**config.mk**
```make
export PLATFORM = sky130hd
export DESIGN_NAME = fetch_pc_controller
export DESIGN_NICKNAME = d
export VERILOG_FILES = /design/src/rtl/fetch_pc_controller.sv
export SDC_FILE = /design/constraint.sdc
export NUM_CORES = 1
export LEC_CHECK = 0
export ABC_AREA = 0
export CAP_MARGIN = 25
export CORE_ASPECT_RATIO = 1.1
export CORE_MARGIN = 8
export CORE_UTILIZATION = 50
export CTS_CLUSTER_DIAMETER = 120
export CTS_CLUSTER_SIZE = 30
export DETAILED_ROUTE_END_ITERATION = 8
export PLACE_DENSITY = 0.82
export SYNTH_ARGS = -nofsm -noshare
export SYNTH_HDL_FRONTEND = slang
export SYNTH_SLANG_ARGS = --single-unit
```
**constraint.sdc**
```tcl
create_clock -name CLK -period 7.5 [get_ports CLK]
set_input_delay 1.5 -clock CLK [delete_from_list [all_inputs] [get_ports CLK]]
set_output_delay 1.5 -clock CLK [all_outputs]
set_load 0.02 [all_outputs]
```
**src/rtl/fetch_pc_controller.sv**
```systemverilog
// fetch_pc_controller: owns PC_F and drives the unified memory's PC_Addr/Stall_En/Flush_D,
// keeping PC_D/PC_Plus_4_D aligned with the Instr_D word the memory registers.
//   CLK, RST          clock, asynchronous active-high reset
//   Stall_F, Flush_D  hazard unit hold / kill requests
//   PC_Src_E          execute-stage redirect, target on PC_Target_E
//   Halt              stop fetching until reset
//   PC_Addr           fetch address (PC_F) to memory
//   Mem_Stall_En      memory stall enable
//   Mem_Flush_D       memory flush (memory emits a NOP)
//   PC_D, PC_Plus_4_D label of the word on Instr_D and its successor
//   Valid_D           Instr_D is a real instruction
//   Halted            controller is in HALT
//   Misaligned_Fault  sticky misaligned-redirect flag
//   Fetch_Count       saturating count of instructions delivered to decode
module fetch_pc_controller #(
    parameter logic [31:0] RESET_VECTOR = 32'h0000_0000,
    parameter int          BOOT_CYCLES  = 2
) (
    input  logic        CLK,
    input  logic        RST,
    input  logic        Stall_F,
    input  logic        Flush_D,
    input  logic        PC_Src_E,
    input  logic [31:0] PC_Target_E,
    input  logic        Halt,
    output logic [31:0] PC_Addr,
    output logic        Mem_Stall_En,
    output logic        Mem_Flush_D,
    output logic [31:0] PC_D,
    output logic [31:0] PC_Plus_4_D,
    output logic        Valid_D,
    output logic        Halted,
    output logic        Misaligned_Fault,
    output logic [31:0] Fetch_Count
);
    typedef enum logic [1:0] {BOOT, RUN, HALT} state_t;
    state_t      state, state_n;
    logic [3:0]  boot_cnt, boot_cnt_n;
    logic [31:0] pc_f_n, pc_d_n, pc4_d_n, count_n, pc_inc;
    logic        valid_n, fault_n, boot_done;
    assign pc_inc       = PC_Addr + 32'd4;
    // Leave BOOT on the edge where the counter reaches BOOT_CYCLES-1 (at least one edge).
    assign boot_done    = int'(boot_cnt) + 1 >= BOOT_CYCLES - 1;
    assign Mem_Flush_D  = (state != RUN) | Flush_D | PC_Src_E | Halt;
    // Flush wins so the memory never sees stall and flush together.
    assign Mem_Stall_En = Stall_F & ~Mem_Flush_D;
    assign Halted       = state == HALT;
    always_comb begin
        state_n    = state;
        boot_cnt_n = boot_cnt;
        pc_f_n     = PC_Addr;
        pc_d_n     = PC_D;
        pc4_d_n    = PC_Plus_4_D;
        valid_n    = Valid_D;
        fault_n    = Misaligned_Fault;
        count_n    = Fetch_Count;
        case (state)
            BOOT: begin
                boot_cnt_n = boot_cnt + 4'd1;
                valid_n    = 1'b0;
                state_n    = boot_done ? RUN : BOOT;
            end
            RUN: begin
                if (Halt) begin
                    state_n = HALT;
                    valid_n = 1'b0;
                end else if (PC_Src_E && PC_Target_E[1:0] != 2'b00) begin
                    fault_n = 1'b1;
                    state_n = HALT;
                    valid_n = 1'b0;
                end else if (PC_Src_E) begin
                    pc_f_n  = PC_Target_E;
                    valid_n = 1'b0;
                    pc_d_n  = '0;
                    pc4_d_n = '0;
                end else if (Flush_D) begin
                    pc_f_n  = Stall_F ? PC_Addr : pc_inc;
                    valid_n = 1'b0;
                    pc_d_n  = '0;
                    pc4_d_n = '0;
                end else if (!Stall_F) begin
                    pc_d_n  = PC_Addr;
                    pc4_d_n = pc_inc;
                    pc_f_n  = pc_inc;
                    valid_n = 1'b1;
                    count_n = (Fetch_Count == 32'hFFFF_FFFF) ? Fetch_Count : Fetch_Count + 32'd1;
                end
            end
            default: valid_n = 1'b0;
        endcase
    end
    always_ff @(posedge CLK or posedge RST) begin
        if (RST) begin
            state            <= BOOT;
            boot_cnt         <= '0;
            PC_Addr          <= RESET_VECTOR;
            PC_D             <= '0;
            PC_Plus_4_D      <= '0;
            Valid_D          <= 1'b0;
            Misaligned_Fault <= 1'b0;
            Fetch_Count      <= '0;
        end else begin
            state            <= state_n;
            boot_cnt         <= boot_cnt_n;
            PC_Addr          <= pc_f_n;
            PC_D             <= pc_d_n;
            PC_Plus_4_D      <= pc4_d_n;
            Valid_D          <= valid_n;
            Misaligned_Fault <= fault_n;
            Fetch_Count      <= count_n;
        end
    end
endmodule

```
# After elaboration in Yosys (flattened, before gate mapping)
# Cells that the tools add are included.
dict set report totals {
  ff_bits 136
  out_inout_bits 133
  wordCells 58
}
dict set report classes {
  addsub 4
  magnitude_cmp 1
  eq_ne 8
  muxes 17
  bitwise_logic 11
  reduce_logical 9
}
# cell count
set op_table {}
lappend op_table {{32-bit 2-to-1 mux} 7}
lappend op_table {{32-bit by 1-bit adder with 32-bit output (second input constant)} 1}
lappend op_table {{32-bit by 3-bit adder with 32-bit output (second input constant)} 1}
lappend op_table {{32-bit equality test (second input constant)} 1}
lappend op_table {{4-bit AND reduction} 2}
lappend op_table {{1-bit 2-to-1 mux} 7}
lappend op_table {{1-bit inverter} 7}
lappend op_table {{7-bit AND reduction} 1}
lappend op_table {{6-bit != test (second input constant)} 1}
lappend op_table {{4-bit by 1-bit adder with 5-bit output (second input constant)} 1}
lappend op_table {{5-bit by 1-bit >= comparator with 1-bit output (second input constant)} 1}
lappend op_table {{4-bit by 1-bit adder with 4-bit output (second input constant)} 1}
lappend op_table {{2-bit 2-to-1 mux} 2}
lappend op_table {{2-bit by 1-bit != test with 1-bit output (second input constant)} 2}
lappend op_table {{2-bit case mux with 2 select lines} 1}
lappend op_table {{2-bit nonzero test} 2}
lappend op_table {{3-bit by 1-bit != test with 1-bit output (second input constant)} 1}
lappend op_table {{3-bit != test (second input constant)} 1}
lappend op_table {{1-bit OR} 3}
lappend op_table {{3-bit AND reduction} 1}
lappend op_table {{2-bit by 1-bit equality test with 1-bit output (second input constant)} 1}
lappend op_table {{2-bit equality test (second input constant)} 1}
lappend op_table {{2-bit zero test} 1}
lappend op_table {{2-bit AND reduction} 1}
lappend op_table {{other kinds (2)} 2}

# Longest topological paths before layout
# Gate-level depths: netlist of the first run.
dict set report depth {
  depth_word 6
  mapped_depth 7
}

# Worst setup path after synthesis of the first run
# Ideal clock, no wire load.
dict set report synth_path {
  path_type {input to output}
  start {in Halt}
  end {out Mem_Stall_En}
  arrival_ps 2121
  required_ps 6000
  path_slack_ps 3879
  stages 2
  n_path_buf 0
  path_cell_list {nor3b_4 and3_1}
}
dict set report synth_via {
  elab_chain_cells 3
}
# item line
set synth_lines {}
lappend synth_lines {{start, declared} 25} ;# input logic Halt,
lappend synth_lines {{1-bit OR} 44} ;# assign Mem_Flush_D = (state != RUN) | Flush_D | PC_Src_E | Halt;
lappend synth_lines {{1-bit inverter} 46} ;# assign Mem_Stall_En = Stall_F & ~Mem_Flush_D;
lappend synth_lines {{1-bit bitwise AND} 46}
lappend synth_lines {{end, declared} 27} ;# output logic Mem_Stall_En,
# Every way passes these cells.

# Final worst setup path of the first run
dict set report layout_path {
  start {in PC_Src_E}
  end {out Mem_Stall_En}
}
dict set report layout_via {
  elab_chain_cells 4
}
# item line
set layout_lines {}
lappend layout_lines {{start, declared} 23} ;# input logic PC_Src_E,
lappend layout_lines {{1-bit OR (2 in series)} 44}
lappend layout_lines {{1-bit inverter} 46}
lappend layout_lines {{1-bit bitwise AND} 46}
# Every way passes these cells.

==> results of run 1 <==
[metrics by stage]
stage	cell area, um^2	hold WS (ns)	std cells	power [W]	setup slack [ns]
after floorplan	6610	0.447	644	0.000762	2.42
after global placement	8340	0.456	934	0.000790	2.85
after detailed placement	8370	0.444	935	0.000791	2.80
after CTS	8940	0.466	963	0.00160	2.80
after global routing	8990	0.479	965	0.00164	2.68
final	8990	0.469	965	0.00159	2.84
[flip-flops by register name, summed over array words and instances, names as in the netlist]
name	count
Fetch_Count	32
PC_Addr	32
PC_D	32
PC_Plus_4_D	30
boot_cnt	4
state	2
Misaligned_Fault	1
Valid_D	1
[layout make-up]
cell class,count,area share
Sequential cell,134,0.373
Timing Repair Buffer,177,0.201
Inverter,10,0.00473
Tap cell,161,0.0224
Clock inverter,4,0.00779
Multi-Input combinational cell,455,0.335
Clock buffer,24,0.0558
[per-layer routing]
layer	track usage	part of all wire	vias to the layer above
met5	0	0	-
met4	0.0860	0.017	0
met3	0.0799	0.087	28
met2	0.363	0.48	235
met1	0.273	0.41	2822
li1	-	-	2616
[power groups by stage]
stage / clock (W) / sequential, W / combinational (W)
CTS: 0.000823 / 0.000724 / 0.0000554
floorplan: 0 / 0.000736 / 0.0000259
global route: 0.000854 / 0.000723 / 0.0000624
finish: 0.000812 / 0.000724 / 0.0000562
detailed placement: 0 / 0.000736 / 0.0000550
global placement: 0 / 0.000736 / 0.0000540
[logic make-up (layout without fill, tap and decap cells)]
logic type / count (synthesis) / in the layout
muxes: 6 / 6
buffers and inverters: 55 / 215
AOI/OAI and AO/OA: 154 / 154
xor gates and xnor gates: 62 / 62
and+or+nand+nor: 229 / 229
DFF: 134 / 134
adders and majority gates: 4 / 4
[worst paths after layout]
check,from,to,slack (ns)
max in group asynchronous,RST,PC_Addr[7]$_DFFE_PP0P_,5.07
min in group asynchronous,RST,Fetch_Count[28]$_DFFE_PP0P_,1.51
hold reg to reg,Misaligned_Fault$_DFFE_PP0P_,Misaligned_Fault$_DFFE_PP0P_,0.47
setup / recovery,PC_Src_E,Mem_Stall_En,2.84
setup reg to reg,PC_Addr[2]$_DFFE_PP0P_,PC_Plus_4_D[28]$_DFFE_PP0P_,4.98
hold / removal,Misaligned_Fault$_DFFE_PP0P_,Misaligned_Fault$_DFFE_PP0P_,0.47
[cell usage after synthesis (3+ instances only)]
cell type,count
a21o_1,6
mux2i_1,5
dfrtp_1,134
nor3_2,3
o22ai_1,6
o21ai_0,54
xnor2_1,47
a22oi_1,3
a2bb2oi_1,7
nand2_1,73
buf_1,4
nor4_1,3
nand4_1,30
o21a_1,5
and4_1,6
a22o_1,32
and3_1,17
xor2_1,15
nor2_1,30
and2_1,9
inv_1,9
buf_2,14
a31oi_1,6
o22a_1,4
nand3_1,26
nand2b_1,3
nor2b_1,3
ha_1,4
buf_4,4
nor3_1,8
clkbuf_1,22
a21oi_1,19
[critical path, stage by stage]
cell             delay, ns
buf_2                 0.70
nor2_1                0.18
and3_1                0.23
clkdlybuf4s50_1       0.54
==> impl_metrics.csv, run 1 <==
group,metric,value,unit
floorplan,ios,171,
finish,regArea,3350,um^2
sta,setup_viol,0,
sta,fin_setup_tns,0,ns
routing,avgRoutedWirePerCell,19.4,um
grt,grt_start_max_net_pins,78,
synthesis,synth_adder_area_share,0.00758,
floorplan,dieArea,17200,um^2
setup_path,cp_data_arrival_time,3.16,ns
synthesis,synth_compound_area_frac,0.156,
sta,hold_violations,0,
routing,routed_wl,18700,um
synthesis,yosys.area_share.simple,0.201,
cts,cts_setup_buffers,0,
grt,antenna_found_initial,0,
floorplan,dieHeight,137,um
grt,track_usage,0.225,
finish,final_common_cell,"clkdlybuf4s50_1",
status,outcome,"finished clean",
min_path,holdPathStages,1,
floorplan,chipWidth,126,um
synthesis,yosysWarningCount,0,
cts,cts_buffer_depth,2,
finish,syn2layout_area_growth,36.1,%
setup_path,cp_max_fo,55,
finish,fillCellCount,934,
cts,cts.sinks,134,
finish,n_antenna_cell,0,
routing,drc,0,
setup_path,crit_type,"input pin to output pin",
sta,slew_violations,0,
power_and_ir_drop,p_per_area,177,nW/um^2
cts,worstSkewPairLatency,0.41,ns
power_and_ir_drop,netSwitchingPower,0.000319,W
synthesis,postSynth.asyncResetShare,1.00,
grt,grt_pass1_wl,30900,um
synthesis,synth_ff_type,"dfrtp_1",
setup_path,startpoint_type,"input pin",
sta,period_minus_slack,4.66,ns
sta,finClkSkew,0.00552,ns
power_and_ir_drop,p_leak,3.76,nW
power_and_ir_drop,cellInternalPower,0.00127,W
min_path,hold_path.class,"flip-flop to flip-flop",
synthesis,syn-num-nets,686,
finish,multi_input_area,3020,um^2
cts,cts_tree,"yes",
synthesis,synthCells,644,
finish,fin_nets,837,
synthesis,synth.distinct_cells,58,
routing,drtAntennaViolNets,0,
place,place.gp.congestion,0.794,
synthesis,synth_top_family_by_area,"simple AND/OR/NAND/NOR gates",
power_and_ir_drop,power_frac_seq,0.454,
synthesis,synth.avg_cell_area,10.3,um^2
setup_path,end_kind,"output pin",
finish,layout-drive-gt1-share,0.0759,
floorplan,core,13000,um^2
finish,postLayoutCoreUtil,0.689,
power_and_ir_drop,p_comb_frac,0.035,
synthesis,yosysTopAreaCell,"dfrtp_1",
setup_path,reg2reg_depth,6,
power_and_ir_drop,switching_share,0.201,
cts,post_cts_resized,0,
routing,drtIter0Drc,459,
sta,rsz0062_at_grt,"false",
sta,fin_crit_sh,0.622,
floorplan,rows,44,
routing,first_pass_iters,5,
floorplan,start_util,0.506,
synthesis,synth_area,6610,um^2
sta,worst_pin_slew,0.969,ns
synthesis,synth-xor-area-share,0.0822,
power_and_ir_drop,clockPowerShare,0.510,
place,dpl.hpwl,13000,um
setup_path,worstPathRequired,6.00,ns
cts,cts_root_buf,"clkbuf_16",
synthesis,synthMuxAreaShare,0.00928,
grt,grt_pass1_vias,5799,
synthesis,seq_area_frac_synth,0.508,
routing,via_count,5701,
cts,cts_inserted_buffers,17,
synthesis,ys_ff_latch,134,
synthesis,synth_edf_count,0,
cts,h-tree-depth,4,
grt,grt_overflow,0,
sta,clock.fmax,0.214,GHz
cts,ctsHoldBuffers,0,
run,maxCapViolCount,0,
power_and_ir_drop,peakVddDrop,102,uV
finish,mostFrequentLayoutCells,"clkdlybuf4s50_1 (169), dfrtp_1 (134), nand2_1 (72), o21ai_0 (54), xnor2_1 (47)",
synthesis,synth.area.top_cells,"dfrtp_1 (51%), xnor2_1 (6.2%), a22o_1 (4.2%)",
routing,viasPerCell,5.91,
place,port_buffers,170,
sta,relSlewSlack,0.354,
synthesis,synthDominantCellAreaShare,0.508,
cts,path_clk_slew,0.06,ns
Note: power is estimated with default switching activity, not from simulation.
==> run 2: changes to the inputs <==
--- a/config.mk
+++ b/config.mk
@@ -9,11 +9,11 @@
 export CAP_MARGIN = 25
 export CORE_ASPECT_RATIO = 1.1
 export CORE_MARGIN = 8
-export CORE_UTILIZATION = 50
+export CORE_UTILIZATION = 49
 export CTS_CLUSTER_DIAMETER = 120
 export CTS_CLUSTER_SIZE = 30
 export DETAILED_ROUTE_END_ITERATION = 8
-export PLACE_DENSITY = 0.82
+export PLACE_DENSITY = 0.8
 export SYNTH_ARGS = -nofsm -noshare
 export SYNTH_HDL_FRONTEND = slang
 export SYNTH_SLANG_ARGS = --single-unit
==> constraint.sdc (replaced) <==
create_clock -name CLK -period 4.4 [get_ports CLK]
set_input_delay 0.88 -clock CLK [delete_from_list [all_inputs] [get_ports CLK]]
set_output_delay 0.88 -clock CLK [all_outputs]
set_load 0.02 [all_outputs]
==> run 2 against run 1 <==
Flip-flop and latch count did not move. Power rose by 70%. Worst setup slack got worse by 1.8 ns. Clock skew rose by 0.0018 ns. Count of clock-buffer cells in the layout fell by 2. Hold slack got worse by 0.0015 ns. Critical path depth did not move. Via count fell by 0.39%. Clock power rose by 70%. Sequential power rose by 70%. Die area rose by 1.8%. Cell count rose by 0.41%. Largest cell class unchanged.
==> impl_metrics.csv, run 2 (synthesis results as in run 1) <==
group,metric,value,unit
sta,hold_violations,0,
finish,final_common_cell,"clkdlybuf4s50_1",
grt,grt_use_met2,0.367,
setup_path,cp_num_buf_inv,2,
setup_path,critPathTopFamily,"buffers and inverters",
grt,grt_pass1_wl,31000,um
cts,cts_tree,"yes",
cts,cts_inserted_buffers,17,
sta,rsz0062_at_grt,"false",
setup_path,path_cells,"clkdlybuf4s50_1, nor3b_4, and3_1, clkdlybuf4s50_1",
place,dpl.hpwl,13400,um
finish,layout-drive-gt1-share,0.0792,
floorplan,rows,44,
grt,grt_overflow,0,
setup_path,end_kind,"output pin",
cts,path_clk_slew,0.06,ns
cts,cts_root_buf,"clkbuf_16",
floorplan,start_util,0.500,
finish,reg_top3,"Fetch_Count: 32 flops, PC_Addr: 32 flops, PC_D: 32 flops",
place,place.gp.congestion,0.825,
sta,relSlewSlack,0.545,
cts,cts.sinks,134,
routing,routed_wl,19300,um
floorplan,dieArea,17500,um^2
setup_path,slowest_stage,"clkdlybuf4s50_1",
finish,fillCellCount,1009,
setup_path,startpoint_type,"input pin",
cts,cts_setup_buffers,0,
setup_path,crit_top_cell,"clkdlybuf4s50_1",
sta,setup_viol,0,
setup_path,rr_endpoint,"PC_Plus_4_D[30]$_DFFE_PP0P_",
setup_path,startpoint,"Halt",
setup_path,cp_data_arrival_time,2.51,ns
cts,worstSkewPairLatency,0.42,ns
grt,busiest_layer,"met2",
sta,clock.fmax,0.295,GHz
grt,track_usage,0.225,
setup_path,critPathCapture,"Mem_Stall_En",
routing,avgRoutedWirePerCell,19.9,um
run,maxCapViolCount,0,
sta,finClkSkew,0.00731,ns
routing,viasPerCell,5.86,
sta,fin_crit_sh,0.771,
cts,h-tree-depth,4,
routing,drc,0,
floorplan,chipWidth,127,um
setup_path,worstPathRequired,3.52,ns
finish,syn2layout_area_growth,35.6,%
routing,drtIter0Drc,453,
setup_path,r2r_start,"PC_Addr[2]$_DFFE_PP0P_",
grt,grt_start_max_net_pins,62,
finish,postLayoutCoreUtil,0.678,
grt,grt_pass1_vias,5771,
setup_path,worst-path-stages,4,
floorplan,core,13200,um^2
power_and_ir_drop,p_leak,3.73,nW
sta,period_minus_slack,3.39,ns
floorplan,dieHeight,138,um
sta,fin_setup_tns,0,ns
finish,fin_nets,838,
setup_path,slowest_delay,0.61,ns
routing,via_count,5679,
setup_path,r2r_slack,1.96,ns
place,port_buffers,170,
setup_path,cp_max_fo,9,
routing,drtAntennaViolNets,0,
cts,post_cts_resized,0,
grt,antenna_found_initial,0,
grt,groute.layer.met1.usage,0.271,
routing,first_pass_iters,5,
grt,grt.met3_usage,0.0736,
sta,worst_pin_slew,0.681,ns
status,outcome,"finished clean",
cts,cts_buffer_depth,2,
finish,mostFrequentLayoutCells,"clkdlybuf4s50_1 (169), dfrtp_1 (134), nand2_1 (72), o21ai_0 (54), xnor2_1 (47)",
floorplan,ios,171,
finish,regArea,3350,um^2
cts,ctsHoldBuffers,0,
finish,multi_input_area,3020,um^2
setup_path,crit_type,"input pin to output pin",
sta,slew_violations,0,
power_and_ir_drop,p_per_area,302,nW/um^2
power_and_ir_drop,peakVddDrop,179,uV
finish,n_antenna_cell,0,
setup_path,reg2reg_depth,6,
min_path,hold_path.class,"flip-flop to flip-flop",
[run 2: final cells by class]
type / count / area share
clock buffers: 22 / 0.0518
flip-flops and latches: 134 / 0.374
inverters: 10 / 0.00461
repair buffers: 178 / 0.199
clock inverters: 9 / 0.0115
multi-input cells: 455 / 0.337
well taps: 161 / 0.0225
[run 2: worst min-delay path by stage]
stage	cells after the start	slack [ns]	startpoint	end
5_1_grt	1	0.50	Misaligned_Fault$_DFFE_PP0P_	Misaligned_Fault$_DFFE_PP0P_
4_1_cts	1	0.47	Misaligned_Fault$_DFFE_PP0P_	Misaligned_Fault$_DFFE_PP0P_
6_report	1	0.47	Misaligned_Fault$_DFFE_PP0P_	Misaligned_Fault$_DFFE_PP0P_
3_5_place_dp	1	0.45	Misaligned_Fault$_DFFE_PP0P_	Misaligned_Fault$_DFFE_PP0P_
2_1_floorplan	1	0.45	boot_cnt[3]$_DFFE_PP0P_	boot_cnt[3]$_DFFE_PP0P_
3_3_place_gp	1	0.46	Misaligned_Fault$_DFFE_PP0P_	Misaligned_Fault$_DFFE_PP0P_
[run 2: report_power, final]
group	switching (W)	internal, W
combinational	0.0000547	0.0000413
sequential	0	0.00123
clock	0.000521	0.000856
total	0.000576	0.00213
[run 2: layer usage]
layer,wire [um],up-vias,part of all wire
met4,400,0,0.021
met5,0,-,0
met1,7990,2804,0.41
met3,1560,31,0.081
met2,9300,224,0.48
li1,-,2620,-
[run 2: per-stage QoR]
step	instance area, um^2	instances	power, W	setup slack, ns	hold slack [ns]
finish	8960	969	0.00271	1.01	0.467
global route	8960	969	0.00278	0.941	0.501
CTS	8960	969	0.00272	1.00	0.467
detailed placement	8390	938	0.00135	1.02	0.449
global placement	8370	937	0.00135	1.01	0.457
floorplan	6610	644	0.00130	1.85	0.447
